## config.mk

```make
export PLATFORM = sky130hd
export DESIGN_NAME = uart_tx_buffer
export DESIGN_NICKNAME = d
export VERILOG_FILES = /design/src/rtl/uart_tx_buffer.sv
export SDC_FILE = /design/constraint.sdc
export NUM_CORES = 1
export LEC_CHECK = 0
export BUFFER_PORTS_ARGS = -buffer_cell sky130_fd_sc_hd__buf_2
export CAP_MARGIN = 20
export CORE_MARGIN = 1
export CORE_UTILIZATION = 59
export DETAILED_ROUTE_END_ITERATION = 10
export PLACE_DENSITY = 0.81
export SLEW_MARGIN = 30
export SYNTH_ARGS = -nofsm -noshare
export SYNTH_HDL_FRONTEND = slang
export SYNTH_SLANG_ARGS = --single-unit
```

## constraint.sdc

```tcl
create_clock -name clk -period 3.4 [get_ports clk]
set_clock_uncertainty 0.05 [all_clocks]
set_input_delay 0.17 -clock clk [delete_from_list [all_inputs] [get_ports clk]]
set_output_delay 0.17 -clock clk [all_outputs]
set_load 0.03 [all_outputs]
```

## src/rtl/uart_tx_buffer.sv

```systemverilog
// uart_tx_buffer
//   Byte FIFO plus drain sequencer sitting between display_formatter and
//   uart_tx. It absorbs bursts of formatted bytes and hands them to the UART
//   one at a time using the tx_start / tx_busy handshake.
//
// Parameters
//   DEPTH_LOG2 : log2 of FIFO depth (DEPTH = 2**DEPTH_LOG2)
//   BUSY_WAIT  : cycles to wait after tx_start for tx_busy to rise before the
//                byte is deemed sent
//
// Ports
//   clk, rst_n    : clock, asynchronous active-low reset
//   wr_data/valid : byte write from the formatter, one byte per cycle
//   buf_full      : level == DEPTH (formatter backpressure)
//   buf_empty     : level == 0
//   level         : current occupancy (stored bytes)
//   overflow      : sticky, a write was dropped; clr_overflow clears it
//   tx_busy       : from uart_tx
//   tx_start      : one-cycle launch pulse to uart_tx
//   tx_data       : byte to uart_tx, stable from tx_start until back in IDLE
//
// Build option
//   UART_TX_BUF_CRLF_EN : when defined, each 0x0A leaving the FIFO is preceded
//                         by an inserted 0x0D (not counted in level).
module uart_tx_buffer #(
  parameter int DEPTH_LOG2 = 5,
  parameter int BUSY_WAIT  = 4
) (
  input  logic                  clk,
  input  logic                  rst_n,
  input  logic [7:0]            wr_data,
  input  logic                  wr_valid,
  output logic                  buf_full,
  output logic                  buf_empty,
  output logic [DEPTH_LOG2:0]   level,
  output logic                  overflow,
  input  logic                  clr_overflow,
  input  logic                  tx_busy,
  output logic                  tx_start,
  output logic [7:0]            tx_data
);
  localparam int DEPTH = 2**DEPTH_LOG2;
  localparam int CW    = (BUSY_WAIT < 2) ? 1 : $clog2(BUSY_WAIT + 1);
  localparam logic [DEPTH_LOG2:0] DEPTH_LVL = (DEPTH_LOG2+1)'(DEPTH);
  localparam logic [CW-1:0]       BW_LOAD   = CW'(BUSY_WAIT);

  typedef enum logic [1:0] {IDLE, LAUNCH, WAIT_BUSY, WAIT_DONE} state_t;

  state_t                     state, state_nxt;
  logic [DEPTH-1:0][7:0]      mem;
  logic [DEPTH_LOG2-1:0]      wr_ptr, rd_ptr;
  logic [CW-1:0]              cnt;
  logic [7:0]                 head;
  logic                       pop, load_data, cnt_load, cnt_dec, wr_en;
`ifdef UART_TX_BUF_CRLF_EN
  logic                       cr_sent, ins_cr;
`endif

  assign head      = mem[rd_ptr];
  assign buf_full  = (level == DEPTH_LVL);
  assign buf_empty = (level == '0);
  // A pop in the same cycle frees a slot, so a full buffer can still accept.
  assign wr_en     = wr_valid && (!buf_full || pop);

  // ---------------- drain FSM ----------------
  always_ff @(posedge clk or negedge rst_n)
    if (!rst_n) state <= IDLE;
    else        state <= state_nxt;

  always_comb begin
    state_nxt = state;
    pop       = 1'b0;
    load_data = 1'b0;
    cnt_load  = 1'b0;
    cnt_dec   = 1'b0;
    tx_start  = 1'b0;
`ifdef UART_TX_BUF_CRLF_EN
    ins_cr    = 1'b0;
`endif
    case (state)
      IDLE:
        // Never launch while the UART still reports busy.
        if (!buf_empty && !tx_busy) begin
          state_nxt = LAUNCH;
          load_data = 1'b1;
`ifdef UART_TX_BUF_CRLF_EN
          // First visit to a 0x0A sends 0x0D and leaves the byte in place.
          if (head == 8'h0A && !cr_sent) ins_cr = 1'b1;
          else                           pop    = 1'b1;
`else
          pop = 1'b1;
`endif
        end
      LAUNCH: begin
        tx_start  = 1'b1;
        cnt_load  = 1'b1;
        state_nxt = WAIT_BUSY;
      end
      WAIT_BUSY:
        // Wait window is BUSY_WAIT cycles long; counter runs BUSY_WAIT..1.
        if (tx_busy)       state_nxt = WAIT_DONE;
        else if (cnt <= 1) state_nxt = IDLE;
        else               cnt_dec   = 1'b1;
      WAIT_DONE:
        if (!tx_busy) state_nxt = IDLE;
      default: state_nxt = IDLE;
    endcase
  end

  // ---------------- storage ----------------
  always_ff @(posedge clk)
    if (wr_en) mem[wr_ptr] <= wr_data;

  always_ff @(posedge clk or negedge rst_n)
    if (!rst_n) begin
      wr_ptr   <= '0;
      rd_ptr   <= '0;
      level    <= '0;
      overflow <= 1'b0;
    end else begin
      if (wr_en) wr_ptr <= wr_ptr + 1'b1;
      if (pop)   rd_ptr <= rd_ptr + 1'b1;
      case ({wr_en, pop})
        2'b10:   level <= level + 1'b1;
        2'b01:   level <= level - 1'b1;
        default: ;
      endcase
      if (clr_overflow)           overflow <= 1'b0;
      else if (wr_valid && !wr_en) overflow <= 1'b1;
    end

  // ---------------- launch datapath ----------------
  always_ff @(posedge clk or negedge rst_n)
    if (!rst_n) begin
      tx_data <= 8'h00;
      cnt     <= '0;
    end else begin
      if (load_data) begin
`ifdef UART_TX_BUF_CRLF_EN
        tx_data <= ins_cr ? 8'h0D : head;
`else
        tx_data <= head;
`endif
      end
      if (cnt_load)     cnt <= BW_LOAD;
      else if (cnt_dec) cnt <= cnt - 1'b1;
    end

`ifdef UART_TX_BUF_CRLF_EN
  always_ff @(posedge clk or negedge rst_n)
    if (!rst_n)      cr_sent <= 1'b0;
    else if (ins_cr) cr_sent <= 1'b1;
    else if (pop)    cr_sent <= 1'b0;
`endif

endmodule
```

==> results.sh <==
export IMPL_finalCritPeriodShare=0.925
export IMPL_switching_share=0.310
export IMPL_cts_max_path_buffers=3
export IMPL_cts_root_buf="clkbuf_16"
export IMPL_netlist_instances=636
export IMPL_fin_cells=968
export IMPL_r2r_start="level[0]"
export IMPL_vias_per_cell=6.33
export IMPL_cts_tree="yes"
export IMPL_nets=712
export IMPL_worstMarginPinSlew_ns=0.931
export IMPL_min_path_type="in -> reg"
export IMPL_register_area_um2=8440
export IMPL_cap_violations=0
export IMPL_grt_usage=0.245
export IMPL_place_hpwl_um=14300
export IMPL_post_cts_buffers=0
export IMPL_synth_common_cells="256 x edfxtp_1, 47 x nor2_1, 45 x mux2i_1"
export IMPL_antenna_found_initial=0
export IMPL_worst_setup_path_end_kind="flop"
export IMPL_hold_viol=0
export IMPL_setup_viol=0
export IMPL_holdBufCountCts=4
export IMPL_slew_viol_final=0
export IMPL_synth_most_common_cell="edfxtp_1"
export IMPL_rsz0062_at_grt="no"
export IMPL_p_per_area_nw_per_um2=844
export IMPL_setup_worst_path_class="reg -> reg"
export IMPL_synth_area_leaders="edfxtp_1 67%, mux4_2 7.7%, dfrtp_1 6.5%"
export IMPL_power_share_clock=0.305
export IMPL_synth_top_area_frac=0.670
export IMPL_drt_total_wl_um=23500
export IMPL_peakVddDrop_mv=0.458
export IMPL_clk_latency_ns=0.54
export IMPL_place_ws_ns=0.262
export IMPL_yosysTopAreaCell="edfxtp_1"
export IMPL_crit_required_ns=3.80
export IMPL_yosysUniqueCellTypes=55
export IMPL_ant_nets=0
export IMPL_wl_per_cell_um=24.3
export IMPL_grt_pass1_vias=6285
export IMPL_ios=31
export IMPL_status="finished, final reports clean"
export IMPL_min_path_cells=1
export IMPL_switching_power_uw=3390
export IMPL_finalWeightedCongestion=0.898
export IMPL_cts_clk_slew_worst_paths_ns=0.07
export IMPL_synth_main_ff_cell="edfxtp_1"
export IMPL_placed_cells=914
export IMPL_max_slew_margin_rel=0.363
export IMPL_fill_cells=1178
export IMPL_die_y_um=141
export IMPL_synth_edf_count=256
export IMPL_start_util=0.607
export IMPL_grt_pass1_wl_um=36300
export IMPL_drive_gt1_frac=0.202
export IMPL_layout_setup_ws_ns=0.254
export IMPL_drtIter0Drc=555
export IMPL_die_x_um=141
export IMPL_antenna_cells=0
export IMPL_ys_ff_latch=286
export IMPL_hold_path_startpoint="wr_data[6]"
export IMPL_area_growth_pct=13.2
export IMPL_cellLeakagePower_uw=0.00445
export IMPL_multi_input_area_um2=2820
export IMPL_syn_num_nets=661
export IMPL_combPwrFrac=0.275
export IMPL_avgSynthCellArea_um2=18.0
export IMPL_cts_sinks=286
export IMPL_die_area_um2=20000
export IMPL_cts_buffers=27
export IMPL_fp_row_count=50
export IMPL_grt_ovfl_total=0
export IMPL_post_route_min_period_ns=3.15
export IMPL_fin_util=0.687
export IMPL_h_tree_depth=1
export IMPL_core_area_um2=18900
export IMPL_max_clock_freq_ghz=0.318
export IMPL_grt_max_degree=46
export IMPL_async_reset_ff_frac=0.105
export IMPL_cts_resized=0
export IMPL_worstPathArrival_ns=3.54
export IMPL_cp_startpoint="level[0]"
export IMPL_netlist_area_um2=11500
export IMPL_setup_tns_ns=0
export IMPL_seq_area_frac_synth=0.736
export IMPL_portBuffers=30
export IMPL_critPathLaunchType="flop"
export IMPL_drc=0
export IMPL_reg2reg_depth=9
export IMPL_seqPwrFrac=0.420
export IMPL_vias=6123
export IMPL_synth_warnings=0
export IMPL_p_int_uw=7570
export IMPL_critical_path_max_fanout=10
export IMPL_firstDrtPassIters=7
## sequential cells by signal (all words and copies together), names as in the netlist
name and count:
cnt 3, state 2, mem 256, overflow 1
rd_ptr 5, wr_ptr 5, tx_data 8, level 6
## final cells by class
class	count	area share
clock buffers	31	0.0532
clock inverters	19	0.0237
inverters	7	0.00202
multi-input cells	310	0.217
flip-flops and latches	286	0.650
well taps	260	0.0251
repair buffers	55	0.0287
## layout by cell type, fill, tap and decap left out, types with 9 or more instances in the layout
cell type	Yosys	layout
a22o_1	14	14
mux4_2	39	39
mux2i_1	45	45
xnor2_1	10	10
dfrtp_1	30	28
buf_2	12	30
o21ai_0	9	9
nand2_1	28	28
o22ai_1	22	22
nor2_1	47	47
ha_1	11	11
clkbuf_16	0	27
buf_4	2	19
edfxtp_1	256	256
## stage by stage
step	area (µm²)	hold WS (ns)	power, µW
after global routing	13000	0.106	11400
after global placement	11900	0.185	7490
after detailed placement	11900	0.189	7610
after CTS	13000	0.0889	11000
final	13000	0.114	11000
after floorplan	11500	-0.176	6710
## power by group through the flow
stage | Combinational [µW] | Sequential [µW] | Clock [µW]
2_1_floorplan | 2150 | 4560 | 0
3_3_place_gp | 2870 | 4620 | 0
4_1_cts | 3010 | 4600 | 3370
6_report | 3010 | 4600 | 3350
3_5_place_dp | 2950 | 4660 | 0
5_1_grt | 3210 | 4640 | 3500
## final timing paths
path | to | slack [ns]
setup / recovery | level[5] | 0.25
hold / removal | mem[158] | 0.11
setup reg to reg | level[5] | 0.25
hold reg to reg | tx_data[1] | 0.44
max in group asynchronous | rd_ptr[0] | 2.63
min in group asynchronous | overflow | 0.16
## cells by family after synthesis
logic type	synth area share
mux	0.123
simple gates	0.0503
compound gates	0.0492
fa+ha+maj	0.0137
flops	0.736
xor+xnor	0.00916
buf+inv	0.0184
## metal layers
layer | GRT usage | share of wire | up-vias | wire length, µm
met1 | 0.357 | 0.42 | 3113 | 9870
met5 | 0 | 0 | - | 0
li1 | - | - | 2660 | -
met3 | 0.0381 | 0.074 | 47 | 1740
met2 | 0.384 | 0.48 | 303 | 11300
met4 | 0.0900 | 0.028 | 0 | 648
## worst max-delay path, stage by stage (launching register included)
cell	delay, ns
dfrtp_1	0.48
or4b_1	0.58
o31a_1	0.39
inv_1	0.10
ha_1	0.37
ha_1	0.36
nor4b_1	0.35
a311oi_1	0.10
o311ai_0	0.14
xor2_1	0.17
Note: power is estimated with default switching activity, not from simulation.
